===== config.mk =====
export PLATFORM = sky130hd
export DESIGN_NAME = multicycle_ctrl
export DESIGN_NICKNAME = d
export VERILOG_FILES = /design/src/rtl/multicycle_ctrl.sv
export SDC_FILE = /design/constraint.sdc
export NUM_CORES = 1
export LEC_CHECK = 0
export BUFFER_PORTS_ARGS = -buffer_cell sky130_fd_sc_hd__buf_2
export CAP_MARGIN = 25
export CELL_PAD_IN_SITES_DETAIL_PLACEMENT = 1
export CELL_PAD_IN_SITES_GLOBAL_PLACEMENT = 1
export CORE_MARGIN = 1
export CORE_UTILIZATION = 38
export CTS_CLUSTER_SIZE = 30
export DETAILED_ROUTE_END_ITERATION = 6
export PLACE_DENSITY = 0.83
export SLEW_MARGIN = 0
export SYNTH_ARGS = -nofsm -noshare
export SYNTH_HDL_FRONTEND = slang
export SYNTH_SLANG_ARGS = --single-unit

===== constraint.sdc =====
create_clock -name clock -period 2.71 [get_ports clock]
set_input_delay 0.542 -clock clock [delete_from_list [all_inputs] [get_ports clock]]
set_output_delay 0.542 -clock clock [all_outputs]
set_load 0.05 [all_outputs]

===== src/rtl/multicycle_ctrl.sv =====
// rtl/multicycle_ctrl.sv - multicycle RISC-V control sequencer with run/step, halt and retire count
//
// Purpose: drives the datapath enables/selects one phase per cycle (fetch,
// decode, execute, memory, write-back). Architectural writes (PC, register
// file, data memory) are only asserted in an instruction's final state.
//
// Ports:
//   clock      in   system clock, rising edge
//   reset      in   asynchronous active-high reset
//   run        in   level, back-to-back execution
//   step       in   single-instruction start, sampled in IDLE only
//   opcode     in   IR[6:0]
//   funct3     in   IR[14:12]
//   aluZero    in   ALU zero flag
//   irWrite, pcWrite, pcSrc, regWrite, memRead, memWrite, memToReg,
//   aluSrc     out  datapath enables/selects
//   aluOp      out  00 add, 01 sub, 10 funct decode
//   instrDone  out  pulse in an instruction's final state
//   halted     out  high in HALT
//   state      out  current state encoding
//   retired    out  completed-instruction count (wraps)

module multicycle_ctrl (
    input  logic        clock,
    input  logic        reset,
    input  logic        run,
    input  logic        step,
    input  logic [6:0]  opcode,
    input  logic [2:0]  funct3,
    input  logic        aluZero,
    output logic        irWrite,
    output logic        pcWrite,
    output logic        pcSrc,
    output logic        regWrite,
    output logic        memRead,
    output logic        memWrite,
    output logic        memToReg,
    output logic        aluSrc,
    output logic [1:0]  aluOp,
    output logic        instrDone,
    output logic        halted,
    output logic [3:0]  state,
    output logic [15:0] retired
);

    localparam logic [3:0] S_IDLE      = 4'd0;
    localparam logic [3:0] S_FETCH     = 4'd1;
    localparam logic [3:0] S_DECODE    = 4'd2;
    localparam logic [3:0] S_MEM_ADDR  = 4'd3;
    localparam logic [3:0] S_MEM_READ  = 4'd4;
    localparam logic [3:0] S_MEM_WB    = 4'd5;
    localparam logic [3:0] S_MEM_WRITE = 4'd6;
    localparam logic [3:0] S_EXECUTE   = 4'd7;
    localparam logic [3:0] S_ALU_WB    = 4'd8;
    localparam logic [3:0] S_BRANCH    = 4'd9;
    localparam logic [3:0] S_HALT      = 4'd10;

    localparam logic [6:0] OP_LW     = 7'b0000011;
    localparam logic [6:0] OP_SW     = 7'b0100011;
    localparam logic [6:0] OP_RTYPE  = 7'b0110011;
    localparam logic [6:0] OP_ADDI   = 7'b0010011;
    localparam logic [6:0] OP_BRANCH = 7'b1100011;

    logic [3:0]  r_state;
    logic [3:0]  w_next;
    logic [15:0] r_retired;
    logic        w_instr_done;
    logic        w_final_next;

    // Next instruction (or IDLE) after a final state depends only on run;
    // step is deliberately not consulted outside IDLE.
    assign w_final_next = run ? S_FETCH : S_IDLE;

    always_comb begin
        w_next = S_IDLE;
        case (r_state)
            S_IDLE:      w_next = (run || step) ? S_FETCH : S_IDLE;
            S_FETCH:     w_next = S_DECODE;
            S_DECODE: begin
                case (opcode)
                    OP_LW, OP_SW:      w_next = S_MEM_ADDR;
                    OP_RTYPE, OP_ADDI: w_next = S_EXECUTE;
                    OP_BRANCH:         w_next = (funct3 == 3'b000 || funct3 == 3'b001)
                                                ? S_BRANCH : S_HALT;
                    default:           w_next = S_HALT;
                endcase
            end
            // Only lw and sw can reach MEM_ADDR, so anything not lw is sw.
            S_MEM_ADDR:  w_next = (opcode == OP_LW) ? S_MEM_READ : S_MEM_WRITE;
            S_MEM_READ:  w_next = S_MEM_WB;
            S_EXECUTE:   w_next = S_ALU_WB;
            S_MEM_WB,
            S_MEM_WRITE,
            S_ALU_WB,
            S_BRANCH:    w_next = w_final_next;
            S_HALT:      w_next = S_HALT;
            default:     w_next = S_IDLE;
        endcase
    end

    always_comb begin
        irWrite   = 1'b0;
        pcWrite   = 1'b0;
        pcSrc     = 1'b0;
        regWrite  = 1'b0;
        memRead   = 1'b0;
        memWrite  = 1'b0;
        memToReg  = 1'b0;
        aluSrc    = 1'b0;
        aluOp     = 2'b00;
        instrDone = 1'b0;
        halted    = 1'b0;
        case (r_state)
            S_FETCH:     irWrite = 1'b1;
            S_MEM_ADDR:  aluSrc  = 1'b1;
            S_MEM_READ: begin
                aluSrc  = 1'b1;
                memRead = 1'b1;
            end
            S_MEM_WB: begin
                aluSrc    = 1'b1;
                memRead   = 1'b1;
                memToReg  = 1'b1;
                regWrite  = 1'b1;
                pcWrite   = 1'b1;
                instrDone = 1'b1;
            end
            S_MEM_WRITE: begin
                aluSrc    = 1'b1;
                memWrite  = 1'b1;
                pcWrite   = 1'b1;
                instrDone = 1'b1;
            end
            S_EXECUTE: begin
                aluSrc = (opcode == OP_ADDI);
                aluOp  = (opcode == OP_ADDI) ? 2'b00 : 2'b10;
            end
            S_ALU_WB: begin
                aluSrc    = (opcode == OP_ADDI);
                aluOp     = (opcode == OP_ADDI) ? 2'b00 : 2'b10;
                regWrite  = 1'b1;
                pcWrite   = 1'b1;
                instrDone = 1'b1;
            end
            S_BRANCH: begin
                aluOp     = 2'b01;
                pcWrite   = 1'b1;
                instrDone = 1'b1;
                // beq takes the target on zero, bne on non-zero.
                pcSrc     = (funct3 == 3'b000) ? aluZero : ~aluZero;
            end
            S_HALT:      halted = 1'b1;
            default: ;
        endcase
    end

    assign w_instr_done = instrDone;

    always_ff @(posedge clock or posedge reset) begin
        if (reset) begin
            r_state   <= S_IDLE;
            r_retired <= 16'h0000;
        end else begin
            r_state <= w_next;
            if (w_instr_done) begin
                r_retired <= r_retired + 16'h0001;
            end
        end
    end

    assign state   = r_state;
    assign retired = r_retired;

endmodule


==> results_dict.tcl <==
set metrics [dict create \
    outcome "finished, final reports clean" \
    synthesis.nets 146 \
    layout-area-overhead-vs-synth_pct 24.4 \
    worst_setup_hold_path_clk_slew_ns 0.11 \
    clkPwrFrac_pct 8.2 \
    count_of_buffers_inserted_at_the_top_level_ports 46 \
    drt_first_pass_iters 3 \
    die-area_um2 3430 \
    clk-insertion-delay-late_ns 0.29 \
    timing.critical_path.required_ns 2.17 \
    critical_path.startpoint_type "flip-flop" \
    grt_pass1_wl_um 5070 \
    netSwitchingPower_mw 0.967 \
    n_antenna_cell 0 \
    drt_iter0_markers 46 \
    post_synth.cell_area_avg_um2 9.36 \
    clock_tree_root_driver_cell "clkbuf_4" \
    detailedPlacementHpwl_um 2400 \
    power_leakage_nw 0.799 \
    post_cts_hold_buffer_count 0 \
    worstMarginPinSlew_ns 0.731 \
    final_period_minus_worst_setup_slack_ns 2.47 \
    yosys.cell_types.count 39 \
    finalClockSkew_ns 0.00723 \
    most_common_cell_after_layout_fill_and_taps_aside "buf_2" \
    synth-async-reset-ratio_pct 100 \
    largest_net_degree_at_the_start_of_global_routing 21 \
    multi_input_area_um2 682 \
    io_pins 47 \
    routed_via_density 5.14 \
    power.share.switching_pct 58.8 \
    clock-sinks 20 \
    ys_seq_elements 20 \
    floorplan.die.width_um 58.6 \
    netlist_instances 130 \
    grt_use_total_pct 19.1 \
    avgRoutedWirePerCell_um 14.4 \
    cts_buffers 3 \
    setup_total_negative_slack_ns 0 \
    initial_utilization_pct 39.8 \
    internal_power_mw 0.678 \
    post_route_cells_drive_above_1_share_pct 34.5 \
    number_of_antenna_violations_at_the_first_check_in_global_routing 0 \
    coreArea_um2 3050 \
    path_buf_inv 2 \
    rsz0062_at_grt "false" \
    globalRoute.totalOverflow 0 \
    place_congestion 0.796 \
    timing.setup.critical_path_class "reg -> out" \
    slew_violations 0 \
    worstPathArrival_ns 1.93 \
    postSynth.topFlopCell "dfrtp_1" \
    yosysWarningCount 0 \
    crit_family "flip-flops" \
    number_of_nets_with_antenna_violations_after_routing 0 \
    sequential_power_share_pct 30.1 \
    final_net_count 192 \
    min_period_over_period_pct 91.1 \
    timing.final.setup_violations 0 \
    layout.filler_cells 392 \
    max_freq_ghz 0.405 \
    critical_path.max_fanout 14 \
    timing.critical_path.cells "nor2b_1 -> a2bb2oi_4 -> inv_2 -> buf_2" \
    cts_buffer_depth 2 \
    synth_edf_count 0 \
    rows 20 \
    share_comb_of_total_power_pct 61.7 \
    routed_wirelength_um 3130 \
    cts_tree "built" \
    power_density_nw_per_um2 1090 \
    cts-htree-levels 1 \
    cts_setup_buffers 0 \
    worstHoldPathType "in -> async" \
    routed-via-count 1120 \
    synth.yosys.seq_area_share_pct 41.2 \
    vias_in_the_first_global_route 1133 \
    post_cts_resize_count 0 \
    worst_path_max_delay_cell "dfrtp_1" \
    final_cell_count_no_fill 218 \
    most-common-layout-cells "46 x buf_2, 20 x dfrtp_1, 16 x nor2_1, 13 x nand2_1, 13 x xor2_1" \
    hold_violations 0 \
    vdd_ir_drop_max_uv 712 \
    drv_cap 0 \
    timing.slew.headroom_pct 51.2 \
    drc 0 \
    cp-end-kind "output pin" \
    die_h_um 58.6 \
    ff_latch_area_um2 500 \
    synth.cell_area_um2 1220 \
    timing.critical_path.slowest_cell_delay_ns 0.59 \
    place.detailed.instances 215 \
]
## synth_stat cells, types with 2 or more instances
master	count	area share, %
nor4_2	2	2.1
o21ai_0	3	1.2
buf_2	2	0.82
nand4_1	3	1.5
nor2_1	16	4.9
inv_1	3	0.93
clkbuf_1	3	0.93
xnor2_1	3	2.2
a31oi_1	3	1.5
nor2b_1	3	1.5
xor2_1	13	9.4
a21oi_1	4	1.6
nand2b_1	4	2.1
nand3_1	4	1.6
dfrtp_1	20	41
nor4b_2	2	2.5
nand2_1	13	4.0
nor3_1	8	3.3
## logic make-up after synthesis
group | after synthesis | synth area share [%]
adders and majority gates | 1 | 1.03
DFF | 20 | 41.2
and+or+nand+nor | 65 | 30.8
buffers and inverters | 10 | 3.60
AOI/OAI and AO/OA | 17 | 10.6
xor gates and xnor gates | 17 | 12.9
## final cells by class
| cell class | count | share of cell area (%) |
|---|---|---|
| multi-input combinational | 100 | 45.1 |
| sequential | 20 | 33.1 |
| timing repair buffer | 47 | 15.7 |
| tap | 44 | 3.64 |
| clock buffer | 3 | 1.49 |
| inverter | 4 | 0.993 |
## flip-flops by register name, indices dropped and copies added (netlist names)
name and count:
state 4, retired 16
## power groups by stage
| stage | clock network [mW] | registers, mW | logic (mW) |
|---|---|---|---|
| after CTS | 0.141 | 0.492 | 1.02 |
| after floorplan | 0 | 0.635 | 0.661 |
| after detailed placement | 0 | 0.497 | 1.02 |
| after global placement | 0 | 0.494 | 0.991 |
| after global routing | 0.155 | 0.511 | 1.08 |
| final | 0.134 | 0.496 | 1.01 |
## metal layers
metal	part of all wire (%)	global-route usage (%)	vias up	wire (um)
met1	46	24.6	541	1430
met4	0.42	5.10	0	13
met2	49	34.2	35	1550
met5	0	0	-	0
li1	-	-	542	-
met3	4.3	1.98	2	135
## final timing paths
path | start | end | slack, ns | cells past startpoint
max | state[2]$_DFF_PP0_ | pcWrite | 0.24 | 4
min | reset | retired[5]$_DFFE_PP0P_ | 0.35 | 2
max reg2reg | state[2]$_DFF_PP0_ | retired[12]$_DFFE_PP0P_ | 0.80 | 4
min reg2reg | retired[15]$_DFFE_PP0P_ | retired[15]$_DFFE_PP0P_ | 0.49 | 1
max in group asynchronous | reset | retired[8]$_DFFE_PP0P_ | 1.89 | 2
min in group clock | retired[15]$_DFFE_PP0P_ | retired[15]$_DFFE_PP0P_ | 0.49 | 1
## stage by stage
step           instance area (um2)  total power [mW]  worst slack [ns]  hold WS [ns]  utilization [%]
3_5_place_dp                  1490              1.52             0.500         0.473             48.8
6_report                      1510              1.65             0.242         0.349             49.5
3_3_place_gp                  1490              1.48             0.557         0.452             48.8
2_1_floorplan                 1230              1.30             0.222         0.506                -
5_1_grt                       1510              1.75             0.105         0.400             49.5
4_1_cts                       1510              1.66             0.220         0.376             49.5
(Power assumes the default switching activity.)
